[src/rtl/i2s_tx.sv]
// i2s_tx: I2S transmitter for the audio codec DAC.
//
// Buffers 16-bit stereo sample pairs in a small FIFO and serialises one
// pair per frame. bclk and lrclk are divided down from clk; data lags
// lrclk by one bclk and changes on the bclk falling edge.
//
// Ports:
//   clk, reset_n         system clock, async active-low reset
//   enable               1 = run serial clocks, 0 = idle (outputs low)
//   in_valid/in_ready    sample pair handshake (in_ready = FIFO not full)
//   in_left/in_right     16-bit two's complement samples
//   bclk, lrclk, sdata   serial interface to codec (lrclk 0 = left)
//   sample_req           1-clk pulse on every frame load attempt
//   underrun/underrun_clr  sticky empty-at-load flag and its clear
//   fifo_level           FIFO occupancy
//
// Build option: define I2S_TX_HOLD_EN to repeat the last popped pair on
// an underrun load instead of sending zeros.

module i2s_tx #(
    parameter int BCLK_DIV   = 4,
    parameter int SLOT_BITS  = 16,
    parameter int FIFO_DEPTH = 4
) (
    input  logic                          clk,
    input  logic                          reset_n,
    input  logic                          enable,
    input  logic                          in_valid,
    output logic                          in_ready,
    input  logic [15:0]                   in_left,
    input  logic [15:0]                   in_right,
    output logic                          bclk,
    output logic                          lrclk,
    output logic                          sdata,
    output logic                          sample_req,
    output logic                          underrun,
    input  logic                          underrun_clr,
    output logic [$clog2(FIFO_DEPTH):0]   fifo_level
);

    localparam int DIV_W   = $clog2(BCLK_DIV);
    localparam int FRAME_W = 2 * SLOT_BITS;
    localparam int BIT_W   = $clog2(FRAME_W);
    localparam int PTR_W   = $clog2(FIFO_DEPTH);

    logic [DIV_W-1:0]   div_cnt;
    logic [DIV_W-1:0]   div_nxt;
    logic [BIT_W-1:0]   bit_cnt;
    logic [BIT_W-1:0]   bit_nxt;
    logic [FRAME_W-1:0] frame_sr;
    logic [FRAME_W-1:0] frame_word;

    logic [31:0]        fifo_mem [FIFO_DEPTH];
    logic [PTR_W:0]     wr_ptr;
    logic [PTR_W:0]     rd_ptr;
    logic               fifo_empty;
    logic               fifo_full;
    logic               do_push;
    logic               do_pop;
    logic [31:0]        load_pair;

    logic               fall_tick;
    logic               frame_load;

    // Extra pointer bit distinguishes full from empty when indices match.
    assign fifo_empty = (wr_ptr == rd_ptr);
    assign fifo_full  = (wr_ptr[PTR_W] != rd_ptr[PTR_W]) &&
                        (wr_ptr[PTR_W-1:0] == rd_ptr[PTR_W-1:0]);
    assign fifo_level = wr_ptr - rd_ptr;
    assign in_ready   = !fifo_full;

    assign fall_tick  = enable && (div_cnt == DIV_W'(BCLK_DIV - 1));
    assign div_nxt    = fall_tick ? '0 : div_cnt + 1'b1;
    assign bit_nxt    = (bit_cnt == BIT_W'(FRAME_W - 1)) ? '0 : bit_cnt + 1'b1;
    assign frame_load = fall_tick && (bit_nxt == BIT_W'(1));

    // Pop decision uses occupancy before this cycle's push: no bypass.
    assign do_push    = in_valid && !fifo_full;
    assign do_pop     = frame_load && !fifo_empty;

`ifdef I2S_TX_HOLD_EN
    logic [31:0] last_pair;

    always_ff @(posedge clk or negedge reset_n) begin
        if (!reset_n) begin
            last_pair <= '0;
        end else if (do_pop) begin
            last_pair <= fifo_mem[rd_ptr[PTR_W-1:0]];
        end
    end

    assign load_pair = fifo_empty ? last_pair : fifo_mem[rd_ptr[PTR_W-1:0]];
`else
    assign load_pair = fifo_empty ? 32'd0 : fifo_mem[rd_ptr[PTR_W-1:0]];
`endif

    // Left sample in the upper slot, right in the lower slot, each padded
    // with zeros below its LSB out to SLOT_BITS.
    assign frame_word = (FRAME_W'(load_pair[31:16]) << (FRAME_W - 16)) |
                        (FRAME_W'(load_pair[15:0])  << (SLOT_BITS - 16));

    always_ff @(posedge clk) begin
        if (do_push) begin
            fifo_mem[wr_ptr[PTR_W-1:0]] <= {in_left, in_right};
        end
    end

    always_ff @(posedge clk or negedge reset_n) begin
        if (!reset_n) begin
            wr_ptr     <= '0;
            rd_ptr     <= '0;
            div_cnt    <= '0;
            bit_cnt    <= '0;
            frame_sr   <= '0;
            bclk       <= 1'b0;
            lrclk      <= 1'b0;
            sdata      <= 1'b0;
            sample_req <= 1'b0;
            underrun   <= 1'b0;
        end else begin
            if (do_push) begin
                wr_ptr <= wr_ptr + 1'b1;
            end
            if (do_pop) begin
                rd_ptr <= rd_ptr + 1'b1;
            end

            sample_req <= frame_load;

            if (frame_load && fifo_empty) begin
                underrun <= 1'b1;
            end else if (underrun_clr) begin
                underrun <= 1'b0;
            end

            if (!enable) begin
                div_cnt  <= '0;
                bit_cnt  <= '0;
                frame_sr <= '0;
                bclk     <= 1'b0;
                lrclk    <= 1'b0;
                sdata    <= 1'b0;
            end else begin
                div_cnt <= div_nxt;
                // bclk tracks the new divider value so its falling edge
                // coincides with the data update.
                bclk    <= (div_nxt >= DIV_W'(BCLK_DIV / 2));
                if (fall_tick) begin
                    bit_cnt <= bit_nxt;
                    lrclk   <= (bit_nxt >= BIT_W'(SLOT_BITS));
                    if (frame_load) begin
                        frame_sr <= frame_word;
                        sdata    <= frame_word[FRAME_W-1];
                    end else begin
                        frame_sr <= frame_sr << 1;
                        sdata    <= frame_sr[FRAME_W-2];
                    end
                end
            end
        end
    end

endmodule

[config.mk]
export PLATFORM = sky130hd
export DESIGN_NAME = i2s_tx
export DESIGN_NICKNAME = d
export VERILOG_FILES = /design/src/rtl/i2s_tx.sv
export SDC_FILE = /design/constraint.sdc
export NUM_CORES = 1
export LEC_CHECK = 0
export CELL_PAD_IN_SITES_DETAIL_PLACEMENT = 1
export CELL_PAD_IN_SITES_GLOBAL_PLACEMENT = 1
export CORE_UTILIZATION = 45
export CTS_CLUSTER_SIZE = 16
export DETAILED_ROUTE_END_ITERATION = 10
export GPL_ROUTABILITY_DRIVEN = 0
export PLACE_DENSITY_LB_ADDON = 0.1
export SYNTH_ARGS = -nofsm -noshare
export SYNTH_HDL_FRONTEND = slang
export SYNTH_SLANG_ARGS = --single-unit
[constraint.sdc]
create_clock -name clk -period 3.1 [get_ports clk]
set_input_delay 0.62 -clock clk [delete_from_list [all_inputs] [get_ports clk]]
set_output_delay 0.62 -clock clk [all_outputs]
set_load 0.005 [all_outputs]
==> results of run 1 <==
-- area by class of cell --
class,instances,area [um^2]
Multi-Input combinational cell,157,1890
Clock inverter,15,134
Clock buffer,17,425
Sequential cell,176,5050
Inverter,10,37.5
Tap cell,211,264
Timing Repair Buffer,56,578
Fill cell,1375,6940
-- metal layers --
layer,GRT usage,share of wire
met3,0.0447,0.031
met1,0.253,0.45
met2,0.309,0.51
met5,0,0
met4,0.0602,0.011
-- placed cells by master, fill, tap and decap left out, types with 2 or more instances in the layout --
master	n
sky130_fd_sc_hd__edfxtp_1	128
sky130_fd_sc_hd__dfrtp_1	47
sky130_fd_sc_hd__clkdlybuf4s50_1	44
sky130_fd_sc_hd__nor4b_1	31
sky130_fd_sc_hd__a221o_1	31
sky130_fd_sc_hd__mux4_2	22
sky130_fd_sc_hd__clkbuf_16	17
sky130_fd_sc_hd__ha_1	11
sky130_fd_sc_hd__inv_1	10
sky130_fd_sc_hd__mux4_1	10
sky130_fd_sc_hd__nor2b_1	7
sky130_fd_sc_hd__and2_1	7
sky130_fd_sc_hd__buf_4	7
sky130_fd_sc_hd__clkinv_2	5
sky130_fd_sc_hd__nand2_1	4
sky130_fd_sc_hd__xor2_1	4
sky130_fd_sc_hd__mux2i_1	4
sky130_fd_sc_hd__inv_6	4
sky130_fd_sc_hd__buf_12	4
sky130_fd_sc_hd__nor2_1	3
sky130_fd_sc_hd__xnor2_1	2
sky130_fd_sc_hd__a22o_1	2
sky130_fd_sc_hd__o21ai_0	2
sky130_fd_sc_hd__mux2_2	2
sky130_fd_sc_hd__clkinv_4	2
sky130_fd_sc_hd__clkinvlp_4	2
-- state kept, by name (all words and copies together), names as in the netlist --
signal,count
bclk,1
bit_cnt,4
div_cnt,2
fifo_mem,128
frame_sr,31
lrclk,1
rd_ptr,3
sample_req,1
sdata,1
underrun,1
wr_ptr,3
-- cells by family (layout without fill, tap and decap cells) --
| kind of cell | count (synthesis) | count (layout) |
|---|---|---|
| AOI/OAI and AO/OA | 40 | 40 |
| adders and majority gates | 12 | 12 |
| and+or+nand+nor | 59 | 59 |
| DFF | 176 | 176 |
| xor gates and xnor gates | 7 | 7 |
| muxes | 39 | 39 |
| buffers and inverters | 35 | 98 |
-- metrics by stage --
stage	hold slack [ns]	util	cell area, um^2	instances
after detailed placement	0.428	0.510	7820	610
after global routing	0.219	0.547	8380	642
final	0.184	0.547	8380	642
after global placement	0.432	0.510	7820	610
after floorplan	0.324	-	7140	368
after CTS	0.197	0.547	8380	642
-- power groups by stage --
stage	Clock, W	Combinational, W	Sequential, W
finish	0.00204	0.00172	0.00314
global route	0.00217	0.00189	0.00317
CTS	0.00208	0.00178	0.00314
detailed placement	0	0.00178	0.00319
global placement	0	0.00176	0.00316
floorplan	0	0.00114	0.00315
-- path summary, 6_finish.rpt --
path / start / end / slack [ns] / cells after the start
setup reg to reg: bit_cnt[0] / frame_sr[17] / 0.54 / 7
hold / removal: reset_n / frame_sr[0] / 0.18 / 1
max in group asynchronous: reset_n / frame_sr[27] / 2.15 / 2
min in group clk: div_cnt[0] / div_cnt[0] / 0.44 / 1
setup / recovery: wr_ptr[0] / fifo_level[2] / 0.28 / 5
hold reg to reg: div_cnt[0] / div_cnt[0] / 0.44 / 1
==> impl_summary.txt, run 1 <==
----------------------------------------------------
[STA]
  Slew at the pin closest to its max-slew limit ... 0.694 ns
  Hold Fails Final Rpt ... 0
  Unrepaired setup endpoints after global routing ... no
  Tightest slew margin relative to the limit ... 0.537
  Final setup viols ... 0
  Worst clock skew on the final layout ... 0.00964 ns
  PnR worst setup slack ... 0.280 ns
  Count of pins over their slew limit ... 0
  Maximum clock frequency ... 355 MHz
  Total Negative Setup Slacks ... 0 ns
  Final Cycle Share ... 0.910
  Tmin final ... 2.82 ns

[Outcome]
  Status ... complete, no violations

[Logic synthesis]
  Main combinational cell family by area after synthesis ... multiplexers
  Most frequently used flop master after synthesis ... sky130_fd_sc_hd__edfxtp_1
  Synth top area share ... 0.538
  Multiplexer fraction of the synthesized cell area ... 0.117
  Top cell type by total area after synthesis ... sky130_fd_sc_hd__edfxtp_1
  Cell variety after synth ... 37
  Most common cell in the synthesized netlist ... sky130_fd_sc_hd__edfxtp_1
  Post-synth top cells ... sky130_fd_sc_hd__edfxtp_1 (128), sky130_fd_sc_hd__dfrtp_1 (48), sky130_fd_sc_hd__a221o_1 (31), sky130_fd_sc_hd__nor4b_1 (31), sky130_fd_sc_hd__mux4_2 (22)
  Synthesized netlist net count ... 417
  Instance count of the mapped netlist ... 368
  Post-Synth Simple-Gate Area ... 0.0617
  XOR/XNOR share of the synthesized area ... 0.00964
  Dominant cells by area after synthesis ... sky130_fd_sc_hd__edfxtp_1 (54%), sky130_fd_sc_hd__dfrtp_1 (17%), sky130_fd_sc_hd__mux4_2 (6.9%)
  Mapped Area ... 7140 um^2
  Share of the synthesized area in compound gates (AO/OA/AOI/OAI) ... 0.0542
  Yosys warns ... 0
  Number of synthesized flops with an enable pin ... 128
  Proportion of synthesized flip-flops having asynchronous set or reset ... 0.273
  Portion of the post-synthesis area used by sequential elements ... 0.707
  Adder-cell area share of the yosys netlist ... 0.0221
  Average cell area after synthesis ... 19.4 um^2
  Synth Register Bits ... 176

[Die]
  Starting density of the core ... 0.466
  Area enclosed by the die boundary ... 16400 um^2
  Number of top-level pins ... 46
  # rows ... 45
  Core Box Area ... 15300 um^2
  Chip width ... 128 um
  Die Height ... 128 um

[Place]
  DP Wirelength ... 7.96 mm
  Port buffer count ... 45
  Worst setup slack before clock tree synthesis ... 0.432 ns

[Clocking]
  Number of buffers added for setup after CTS ... 0
  Number of buffers added by the clock tree synthesis step ... 17
  Number of instances resized during post-cts repair ... 0
  CTS clock-pin slew for the worst setup and hold paths ... 0.07 ns
  Later-pin clock latency in the skew report ... 0.43 ns
  Hold buffer count at CTS ... 0
  Max clock buf depth ... 2
  H-tree depth ... 4
  Clk Tree Root Cell ... sky130_fd_sc_hd__clkbuf_16
  Clock Sinks ... 176
  Clock tree from TritonCTS ... done

[Power and ir drop]
  Combinational share of power ... 0.250
  Overall Power ... 0.00690 W
  Internal power component ... 0.00497 W
  Fraction of power consumed by the clock network ... 0.295
  Power per Cell Area ... 823 nW/um^2
  Static leakage ... 2.98 nW
  Max IR drop VDD ... 0.404 mV
  Register share of total power ... 0.455
  Sw frac ... 0.279
  Total net switching power ... 0.00192 W

[Run]
  Max-Cap Viols ... 0

[Drt]
  Number of remaining DRC errors ... 0
  Count of antenna-violating nets left after detailed routing ... 0
  Mean routed wirelength per cell ... 21.7 um
  DRT Pass-1 Iters ... 4
  Vias/cell ... 5.60
  Number of DRC markers after the initial detailed-route iteration ... 277
  Via total after detailed routing ... 3596
  Total Wirelength ... 13.9 mm

[Critical path]
  Largest incremental delay on the critical path ... 0.52 ns
  Endpoint kind of the worst setup timing path ... primary output
  Maximum fanout along the worst path ... 4
  Critical path arrival ... 2.20 ns
  Slowest CP cell ... sky130_fd_sc_hd__clkdlybuf4s50_1
  Req. time, crit path ... 2.48 ns
  CP Buf/Inv Count ... 2
  CP top delay family ... buffers and inverters
  Startpoint class of the critical path ... flip-flop
  Crit Path Class ... reg -> out
  Crit-path cells ... inv_1 -> ha_1 -> fa_1 -> xor2_1 -> clkdlybuf4s50_1

[Finish]
  Area delta synth->final ... 17.3%
  Number of inserted diodes ... 0
  Total number of nets in the final design ... 467
  Share of final-layout standard cells stronger than drive strength 1 ... 0.181

[GRT]
  Vias in the first global route ... 3898
  Largest net degree at the start of global routing ... 37
  Global-route wire length before repair ... 22.4 mm
  Antenna violations before repair ... 0
  Total GRT Usage ... 0.189
  Global route overflow ... 0

[Hold path]
  Worst min-delay path class ... in -> async

----------------------------------------------------
No activity file was read; power rests on OpenSTA's default activity.
==> inputs of run 2 (changes only) <==
CORE_UTILIZATION = 46   (was 45)
==> impl_summary.txt, run 2 (synthesis gave the netlist of run 1 again) <==
----------------------------------------------------
[Drt]
  DRT Pass-1 Iters ... 4 (unchanged)
  Vias/cell ... 5.84 (+4.2%)
  Via total after detailed routing ... 3620 (+0.67%)
  Total Wirelength ... 13.7 mm (-1.2%)
  Number of DRC markers after the initial detailed-route iteration ... 245 (-12%)
  Mean routed wirelength per cell ... 22.1 um (+2.3%)
  Number of remaining DRC errors ... 0 (unchanged)
  Count of antenna-violating nets left after detailed routing ... 0 (unchanged)

[Finish]
  Area delta synth->final ... 18.2%
  Total number of nets in the final design ... 468 (+0.21%)
  Multi-input gate area ... 1890 um^2 (unchanged)
  Commonest non-fill, non-tap cells in the layout ... sky130_fd_sc_hd__edfxtp_1 (128), sky130_fd_sc_hd__dfrtp_1 (47), sky130_fd_sc_hd__clkdlybuf4s50_1 (44)
  FF+latch area ... 5050 um^2 (unchanged)
  Leading cell type in the layout, fill and taps excluded ... sky130_fd_sc_hd__edfxtp_1
  Number of non-filler instances in the completed layout ... 620 (-3.4%)
  Layout fillers ... 1350 (-1.8%)
  Number of inserted diodes ... 0 (unchanged)
  Share of final-layout standard cells stronger than drive strength 1 ... 0.181 (-0.000419)
  Number of flip-flops in the largest register ... 128 (unchanged)

[Power and ir drop]
  Overall Power ... 0.00717 W (+3.9%)
  Power per Cell Area ... 850 nW/um^2 (+3.2%)
  Max IR drop VDD ... 0.395 mV (-2.4%)
  Static leakage ... 3.03 nW (+1.5%)

[STA]
  Worst clock skew on the final layout ... 0.00650 ns (-0.00314 ns)
  Tightest slew margin relative to the limit ... 0.509 (-0.0280)
  Maximum clock frequency ... 356 MHz (+0.45%)
  Hold Fails Final Rpt ... 0 (unchanged)
  Total Negative Setup Slacks ... 0 ns (unchanged)
  Final Cycle Share ... 0.906 (-0.00405)
  Tmin final ... 2.81 ns (-0.0126 ns)
  Slew at the pin closest to its max-slew limit ... 0.736 ns (+0.0415 ns)
  Unrepaired setup endpoints after global routing ... no
  PnR worst setup slack ... 0.292 ns (+0.0126 ns)
  Worst-case hold slack ... 0.100 ns (-0.0832 ns)
  Count of pins over their slew limit ... 0 (unchanged)
  Final setup viols ... 0 (unchanged)

[Die]
  Chip width ... 127 um (-1.1%)
  Core Box Area ... 15200 um^2 (-0.74%)
  Area enclosed by the die boundary ... 16000 um^2 (-2.1%)
  # rows ... 45 (unchanged)
  Starting density of the core ... 0.470 (+0.00345)
  Number of top-level pins ... 46 (unchanged)
  Die Height ... 127 um (-1.1%)

[Critical path]
  Maximum fanout along the worst path ... 4 (unchanged)
  Endpoint kind of the worst setup timing path ... primary output
  Slowest CP cell ... sky130_fd_sc_hd__clkdlybuf4s50_1
  Critical path arrival ... 2.19 ns (about the same)
  Largest incremental delay on the critical path ... 0.52 ns (about the same)
  Req. time, crit path ... 2.48 ns (about the same)
  Startpoint class of the critical path ... flip-flop
  Length in cells of the worst reg-to-reg path ... 7 (unchanged)
  Crit-path cells ... inv_1 -> ha_1 -> fa_1 -> xor2_1 -> clkdlybuf4s50_1
  Crit Path Class ... reg -> out

[GRT]
  Global-route wire length before repair ... 22.1 mm (-1.2%)
  Antenna violations before repair ... 0 (unchanged)
  Vias in the first global route ... 3958 (+1.5%)
  Total GRT Usage ... 0.192 (+0.00226)
  Global route overflow ... 0 (unchanged)
  Largest net degree at the start of global routing ... 37 (unchanged)

[Clocking]
  CTS clock-pin slew for the worst setup and hold paths ... 0.07 ns (about the same)
  Clock Sinks ... 176 (unchanged)
  Max clock buf depth ... 2 (unchanged)
  Clk Tree Root Cell ... sky130_fd_sc_hd__clkbuf_16
  Clock tree from TritonCTS ... done
  Number of buffers added by the clock tree synthesis step ... 17 (unchanged)
  H-tree depth ... 4 (unchanged)
  Hold buffer count at CTS ... 0 (unchanged)
  Number of instances resized during post-cts repair ... 0 (unchanged)
  Later-pin clock latency in the skew report ... 0.43 ns (about the same)
  Number of buffers added for setup after CTS ... 0 (unchanged)

[Place]
  Count of placed standard cells including taps ... 588 (-3.6%)
  Worst setup slack before clock tree synthesis ... 0.437 ns (+0.00548 ns)
  Port buffer count ... 45 (unchanged)
  DP Wirelength ... 7.82 mm (-1.8%)

[Outcome]
  Status ... complete, no violations

[Hold path]
  Worst min-delay path class ... in -> async

[Run]
  Max-Cap Viols ... 0 (unchanged)

----------------------------------------------------
## run 2: changes by cell type in the layout (fill, tap and decap cells not counted), sizes merged
cell	previous run	this run
inv	15	12
clkinvlp	2	1
buf	12	13
bufinv	1	5
## run 2: layout make-up
| cell class | instances | share of cell area |
|---|---|---|
| multi-input combinational | 157 | 0.224 |
| timing repair buffer | 57 | 0.0694 |
| clock buffer | 17 | 0.0504 |
| tap | 188 | 0.0279 |
| sequential | 176 | 0.598 |
| inverter | 10 | 0.00445 |
| clock inverter | 15 | 0.0254 |
## run 2: path summary, 6_finish.rpt
check	endpoint	slack, ns	start
setup reg to reg	frame_sr[13]	0.57	bit_cnt[0]
hold reg to reg	div_cnt[0]	0.45	div_cnt[0]
min in group clk	div_cnt[0]	0.45	div_cnt[0]
hold / removal	frame_sr[19]	0.10	reset_n
setup / recovery	fifo_level[2]	0.29	wr_ptr[0]
max in group asynchronous	rd_ptr[0]	2.42	reset_n
## run 2: worst max-delay path: cells and delay by family (launching register included)
family	cells	cell delay [ns]
xor gates and xnor gates	1	0.15
adders and majority gates	2	0.60
buffers and inverters	2	0.63
DFF	1	0.38
## run 2: per-stage QoR
| step | util | instance area (um^2) |
|---|---|---|
| floorplan | - | 7140 |
| global placement | 0.513 | 7800 |
| detailed placement | 0.513 | 7800 |
| CTS | 0.555 | 8440 |
| global route | 0.555 | 8440 |
| finish | 0.555 | 8440 |
## run 2: where the power goes
group	leakage (nW)	internal, W	switching [W]
Combinational	0.887	0.000848	0.000870
Sequential	1.83	0.00301	0.000126
Clock	0.315	0.00142	0.000887
Total	3.03	0.00528	0.00188
## run 2: metal layers
metal	GRT usage	up-vias	part of all wire
li1	-	1623	-
met1	0.248	1908	0.46
met2	0.310	67	0.49
met3	0.0515	22	0.036
met4	0.0773	0	0.019
met5	0	-	0
==> inputs of run 3 (changes only) <==
ABC_AREA = 1   (was unset)
CORE_UTILIZATION = 42   (was 46)
==> impl_summary.txt, run 3 <==
----------------------------------------------------
[Outcome]
  Status ... complete, no violations

[GRT]
  Antenna violations before repair ... 0 (unchanged)
  Global-route wire length before repair ... 28.9 mm (+30%)
  Global route overflow ... 0 (unchanged)
  Largest net degree at the start of global routing ... 68 (+84%)
  Vias in the first global route ... 5400 (+36%)
  Total GRT Usage ... 0.211 (+0.0198)

[Logic synthesis]
  Post-synth top cells ... sky130_fd_sc_hd__nand2_1 (233), sky130_fd_sc_hd__nand3_1 (159), sky130_fd_sc_hd__edfxtp_1 (128)
  Proportion of synthesized flip-flops having asynchronous set or reset ... 0.273 (unchanged)
  Synth top area share ... 0.513 (-0.0257)
  Synth Register Bits ... 176 (unchanged)
  Mapped Area ... 7500 um^2 (+5.0%)
  Most frequently used flop master after synthesis ... sky130_fd_sc_hd__edfxtp_1
  Portion of the post-synthesis area used by sequential elements ... 0.673 (-0.0337)
  Top cell type by total area after synthesis ... sky130_fd_sc_hd__edfxtp_1
  Dominant cells by area after synthesis ... sky130_fd_sc_hd__edfxtp_1 (51%), sky130_fd_sc_hd__dfrtp_1 (16%), sky130_fd_sc_hd__nand2_1 (12%)
  Synthesized netlist net count ... 762 (+83%)
  Cell variety after synth ... 26 (-30%)
  Instance count of the mapped netlist ... 713 (+94%)
  Number of synthesized flops with an enable pin ... 128 (unchanged)
  Most common cell in the synthesized netlist ... sky130_fd_sc_hd__nand2_1
  Yosys warns ... 0 (unchanged)
  Average cell area after synthesis ... 10.5 um^2 (-46%)

[Die]
  # rows ... 48 (+6.7%)
  Die Height ... 136 um (+7.1%)
  Number of top-level pins ... 46 (unchanged)
  Area enclosed by the die boundary ... 18400 um^2 (+15%)
  Chip width ... 136 um (+7.1%)
  Starting density of the core ... 0.432 (-0.0377)
  Core Box Area ... 17400 um^2 (+14%)

[Critical path]
  Crit-path cells ... inv_1 -> ha_1 -> fa_1 -> xor2_1 -> clkdlybuf4s50_1
  Startpoint class of the critical path ... flip-flop
  Slowest CP cell ... sky130_fd_sc_hd__clkdlybuf4s50_1
  CP top delay family ... buffers and inverters
  Start of the worst register-to-register path ... rd_ptr[0]
  Largest incremental delay on the critical path ... 0.52 ns (about the same)
  Endpoint kind of the worst setup timing path ... primary output
  Req. time, crit path ... 2.48 ns (about the same)
  Crit Path Class ... reg -> out
  CP Buf/Inv Count ... 2 (unchanged)
  Endpoint of the most critical register-to-register path ... frame_sr[23]
  Critical path arrival ... 2.18 ns (about the same)
  Crit path launch ... wr_ptr[0]
  Maximum fanout along the worst path ... 4 (unchanged)
  Worst R2R Setup Slack ... 0.72 ns (+0.15 ns)
  Length in cells of the worst reg-to-reg path ... 9 (+2)
  Crit path capture ... fifo_level[2]
  Critical path depth ... 5 (unchanged)

[Finish]
  Number of flip-flops in the largest register ... 128 (unchanged)
  Share of final-layout standard cells stronger than drive strength 1 ... 0.0830 (-0.0975)
  Number of inserted diodes ... 0 (unchanged)
  Area delta synth->final ... 17.1%
  Multi-input gate area ... 2070 um^2 (+9.2%)
  Total number of nets in the final design ... 807 (+72%)
  Layout fillers ... 1871 (+39%)
  Commonest non-fill, non-tap cells in the layout ... sky130_fd_sc_hd__nand2_1 (233), sky130_fd_sc_hd__nand3_1 (159), sky130_fd_sc_hd__edfxtp_1 (128)
  FF+latch area ... 5050 um^2 (unchanged)
  Number of non-filler instances in the completed layout ... 996 (+61%)
  Leading cell type in the layout, fill and taps excluded ... sky130_fd_sc_hd__nand2_1

[Clocking]
  Hold buffer count at CTS ... 0 (unchanged)
  Clock tree from TritonCTS ... done
  Number of instances resized during post-cts repair ... 0 (unchanged)
  Clk Tree Root Cell ... sky130_fd_sc_hd__clkbuf_16
  Clock Sinks ... 176 (unchanged)
  Number of buffers added for setup after CTS ... 0 (unchanged)
  Max clock buf depth ... 2 (unchanged)
  Number of buffers added by the clock tree synthesis step ... 17 (unchanged)
  H-tree depth ... 4 (unchanged)
  CTS clock-pin slew for the worst setup and hold paths ... 0.07 ns (about the same)
  Later-pin clock latency in the skew report ... 0.43 ns (about the same)

[Run]
  Max-Cap Viols ... 0 (unchanged)

[STA]
  Slew at the pin closest to its max-slew limit ... 0.740 ns (+0.00456 ns)
  Unrepaired setup endpoints after global routing ... no
  Tmin final ... 2.80 ns (-0.00512 ns)
  Hold Fails Final Rpt ... 0 (unchanged)
  Tightest slew margin relative to the limit ... 0.506 (-0.00271)
  Maximum clock frequency ... 357 MHz (+0.18%)
  Worst clock skew on the final layout ... 0.00969 ns (+0.00319 ns)
  Total Negative Setup Slacks ... 0 ns (unchanged)
  Final setup viols ... 0 (unchanged)
  Count of pins over their slew limit ... 0 (unchanged)
  Final Cycle Share ... 0.904 (-0.00165)

[Power and ir drop]
  Static leakage ... 3.70 nW (+22%)
  Internal power component ... 0.00482 W (-8.7%)
  Sw frac ... 0.351 (+0.0882)
  Overall Power ... 0.00743 W (+3.7%)
  Register share of total power ... 0.414 (-0.024)
  Total net switching power ... 0.00261 W (+38%)
  Power per Cell Area ... 846 nW/um^2 (-0.40%)
  Fraction of power consumed by the clock network ... 0.287 (-0.036)
  Max IR drop VDD ... 0.477 mV (+21%)
  Combinational share of power ... 0.299 (+0.059)

[Drt]
  Mean routed wirelength per cell ... 17.8 um (-20%)
  DRT Pass-1 Iters ... 5 (+1)
  Number of remaining DRC errors ... 0 (unchanged)
  Via total after detailed routing ... 5172 (+43%)
  Vias/cell ... 5.19 (-11%)
  Total Wirelength ... 17.7 mm (+29%)
  Count of antenna-violating nets left after detailed routing ... 0 (unchanged)
  Number of DRC markers after the initial detailed-route iteration ... 215 (-12%)

[Hold path]
  Worst min-delay path class ... in -> async

[Place]
  Port buffer count ... 45 (unchanged)
  DP Wirelength ... 10.0 mm (+28%)
  Count of placed standard cells including taps ... 964 (+64%)

----------------------------------------------------
-- run 3: cell count changes after synthesis, sizes merged, moves of 8 or more --
cell	delta
nand2	+231
inv	+44
a221o	-31
nor4b	-31
mux4	-32
buf	+12
nor2	+14
nand3	+158
nor2b	-8
-- run 3: per-layer routing --
| layer | track usage | share of wire | wire length, um | up-vias |
|---|---|---|---|---|
| met2 | 0.361 | 0.49 | 8750 | 67 |
| met4 | 0.0599 | 0.011 | 189 | 0 |
| met5 | 0 | 0 | 0 | - |
| li1 | - | - | - | 2485 |
| met1 | 0.279 | 0.47 | 8300 | 2603 |
| met3 | 0.0329 | 0.027 | 472 | 17 |
-- run 3: power groups by stage --
stage	Sequential [W]	Clock (W)	Combinational, W
finish	0.00308	0.00213	0.00223
global placement	0.00311	0	0.00221
detailed placement	0.00313	0	0.00226
global route	0.00311	0.00225	0.00250
CTS	0.00308	0.00218	0.00228
floorplan	0.00311	0	0.00142
-- run 3: how the worst min path moves through the flow --
stage / start / to / depth (start not counted)
finish: reset_n / rd_ptr[2] / 2
floorplan: reset_n / bclk / 0
CTS: reset_n / frame_sr[26] / 2
global route: reset_n / rd_ptr[2] / 2
global placement: div_cnt[0] / div_cnt[0] / 1
detailed placement: div_cnt[0] / div_cnt[0] / 1
-- run 3: cell type report --
class / count / area share
multi-input combinational: 444 / 0.235
clock buffer: 17 / 0.0484
clock inverter: 15 / 0.0191
tap: 225 / 0.0321
inverter: 55 / 0.0235
timing repair buffer: 64 / 0.0670
sequential: 176 / 0.575
-- run 3: kinds of logic (layout without fill, tap and decap cells) --
kind of cell | after synthesis | in the layout | synth area share
fa+ha+maj | 12 | 12 | 0.0210
compound gates | 14 | 14 | 0.0102
xor+xnor | 4 | 4 | 0.00467
simple gates | 414 | 414 | 0.238
flops | 176 | 176 | 0.673
buf+inv | 93 | 151 | 0.0532
-- run 3: metrics by stage --
step / hold slack (ns) / area (um^2) / setup WS (ns) / util
after detailed placement: 0.442 / 8190 / 0.718 / 0.472
after floorplan: 0.324 / 7500 / 0.0316 / -
final: 0.313 / 8780 / 0.297 / 0.506
after CTS: 0.339 / 8780 / 0.266 / 0.506
after global placement: 0.421 / 8190 / 0.766 / 0.472
after global routing: 0.355 / 8780 / 0.214 / 0.506
==> RTL edit (config.mk and constraints of run 2) <==
Set the parameter `BCLK_DIV` to 16 (it was 4).
--- a/src/rtl/i2s_tx.sv
+++ b/src/rtl/i2s_tx.sv
@@ -18,7 +18,7 @@
 // an underrun load instead of sending zeros.
 
 module i2s_tx #(
-    parameter int BCLK_DIV   = 4,
+    parameter int BCLK_DIV   = 16,
     parameter int SLOT_BITS  = 16,
     parameter int FIFO_DEPTH = 4
 ) (
Check against the original RTL: not equivalent (Yosys sat finds a counterexample within 4 cycles, from zero or initial values and one cycle with reset_n low).
==> RTL edit against run 2 <==
  * Clock skew is essentially flat
  * Count of clock-buffer cells in the layout grew 5
  * Final area grew 2.4%
  * Via count grew 12%
  * Global-route usage grew 0.70 points
  * Sequential cell count grew 3
  * Area after synthesis grew 3.0%
  * Routed wire length grew 7.9%
  * Worst setup slack lost 0.0033 ns
  * Critical path depth is the same
  * Highest routed layer unchanged
Power is not compared: it rests on default switching activity, and its combinational part moved more than twofold at a synthesized area within 25%.
==> RTL edit: results (changes against run 2) <==
wire length on met3 -> 330 um (was 492 um)
status -> complete, no violations (unchanged)
met2 Track Usage GR -> 32.34% (was 31.00%)
Post-synth top flop -> edfxtp_1 (unchanged)
top cells by area, synth -> edfxtp_1, dfrtp_1, mux4_2 (unchanged)
Global Route Usage Sum -> 19.87% (was 19.17%)
I/O Buffers -> 45 (unchanged)
crit path DAT -> 2.19 ns (about the same)
Clock Skew -> 0.006838 ns (was 0.006502 ns)
clk_lat worst skew -> 0.42 ns
Post-synth ARST share -> 28.49% (was 27.27%)
synth unique cells -> 34 (was 37)
largest net degree at the start of global routing -> 41 (was 37)
buffer depth of the longest clock path -> 2 (unchanged)
DP HPWL -> 9156 um (was 7816 um)
met2 wire length -> 7252 um (was 6680 um)
RR Endpoint -> frame_sr[27]$_DFFE_PN0P_ (was frame_sr[13]$_DFFE_PN0P_)
ANT cells -> 0 (unchanged)
met1 Resource Use GR -> 27.15% (was 24.79%)
slew margin rel. -> 51.10% (was 50.91%)
GR Util met3 -> 3.659% (was 5.146%)
Max Freq -> 0.3557 GHz (was 0.3561 GHz)
Reg2Reg Depth -> 8 (was 7)
leak pwr -> 3.049 nW
drt initial violations -> 277 (was 245)
worst r2r src -> bit_cnt[1]$_DFFE_PN0P_ (was bit_cnt[0]$_DFFE_PN0P_)
Metal-1 WL -> 7039 um (was 6292 um)
Synth Net Count -> 512 (was 417)
share of layout cells above drive strength 1 -> 16.51% (was 18.06%)
H-tree Lvls -> 4 (unchanged)
post-CTS sizing -> 0 (unchanged)
clock slew at reported path FFs -> 0.06 ns
crit path capture -> fifo_level[2] (unchanged)
register area share after synthesis -> 69.60% (was 70.66%)
vias per cell -> 5.496 (was 5.839)
most frequent cells after synthesis -> edfxtp_1, nand2_1, dfrtp_1 (was edfxtp_1, dfrtp_1, a221o_1, nor4b_1, mux4_2)
crit path launch -> wr_ptr[0]$_DFFE_PN0P_ (unchanged)
R2R Setup Slk -> 0.43 ns (was 0.57 ns)
first-pass GRT wire length -> 24090 um (was 22140 um)
Hold Path Class -> primary input to async pin (unchanged)
WL per Instance -> 20.07 um (was 22.15 um)
# nets final -> 563 (was 468)
initial antenna violation count -> 0 (unchanged)
Root Buffer -> clkbuf_16 (unchanged)
Worst IR Drop VDD -> 0.0004023 V
vias in the first global route -> 4364 (was 3958)
post-CTS setup buffers -> 0 (unchanged)
==> RTL edit: worst max-delay path: stages, from the launching register on <==
cell and delay [ns]:
dfrtp_1 0.38, inv_1 0.11, ha_1 0.22, fa_1 0.38
xor2_1 0.17, clkdlybuf4s50_1 0.52
==> RTL edit: cells by family after synthesis <==
logic type,after synthesis,share of synthesized area (%)
XOR/XNOR,9,1.072
flip-flops,179,69.60
buffers and inverters,53,3.079
adder cells (fa/ha/maj),12,2.143
AND/OR/NAND/NOR,101,6.668
AO/OA/AOI/OAI,74,7.178
multiplexers,35,10.26
==> RTL edit: metrics by stage <==
step,instance area [um2],worst slack (ns),cells,hold WS [ns]
6_report,8636,0.2888,738,0.1636
5_1_grt,8636,0.1973,738,0.1932
4_1_cts,8636,0.2559,738,0.1641
3_5_place_dp,8095,0.2662,706,0.4690
3_3_place_gp,8095,0.3451,706,0.4595
2_1_floorplan,7356,0.1811,463,0.3244
==> RTL edit: power groups by stage <==
stage / clock [W] / combinational [W] / sequential [W]
6_report: 0.00195 / 0.000822 / 0.00305
2_1_floorplan: 0 / 0.000434 / 0.00307
3_3_place_gp: 0 / 0.000838 / 0.00307
5_1_grt: 0.00207 / 0.000912 / 0.00307
3_5_place_dp: 0 / 0.000845 / 0.00310
4_1_cts: 0.00198 / 0.000848 / 0.00305
==> RTL edit: area by class of cell <==
type | count | area, um2
Clock inverter | 10 | 76.32
Multi-Input combinational cell | 231 | 2009
Fill cell | 1456 | 6792
Sequential cell | 179 | 5121
Timing Repair Buffer | 63 | 618.1
Tap cell | 211 | 264.0
Clock buffer | 22 | 464.2
Inverter | 22 | 82.58
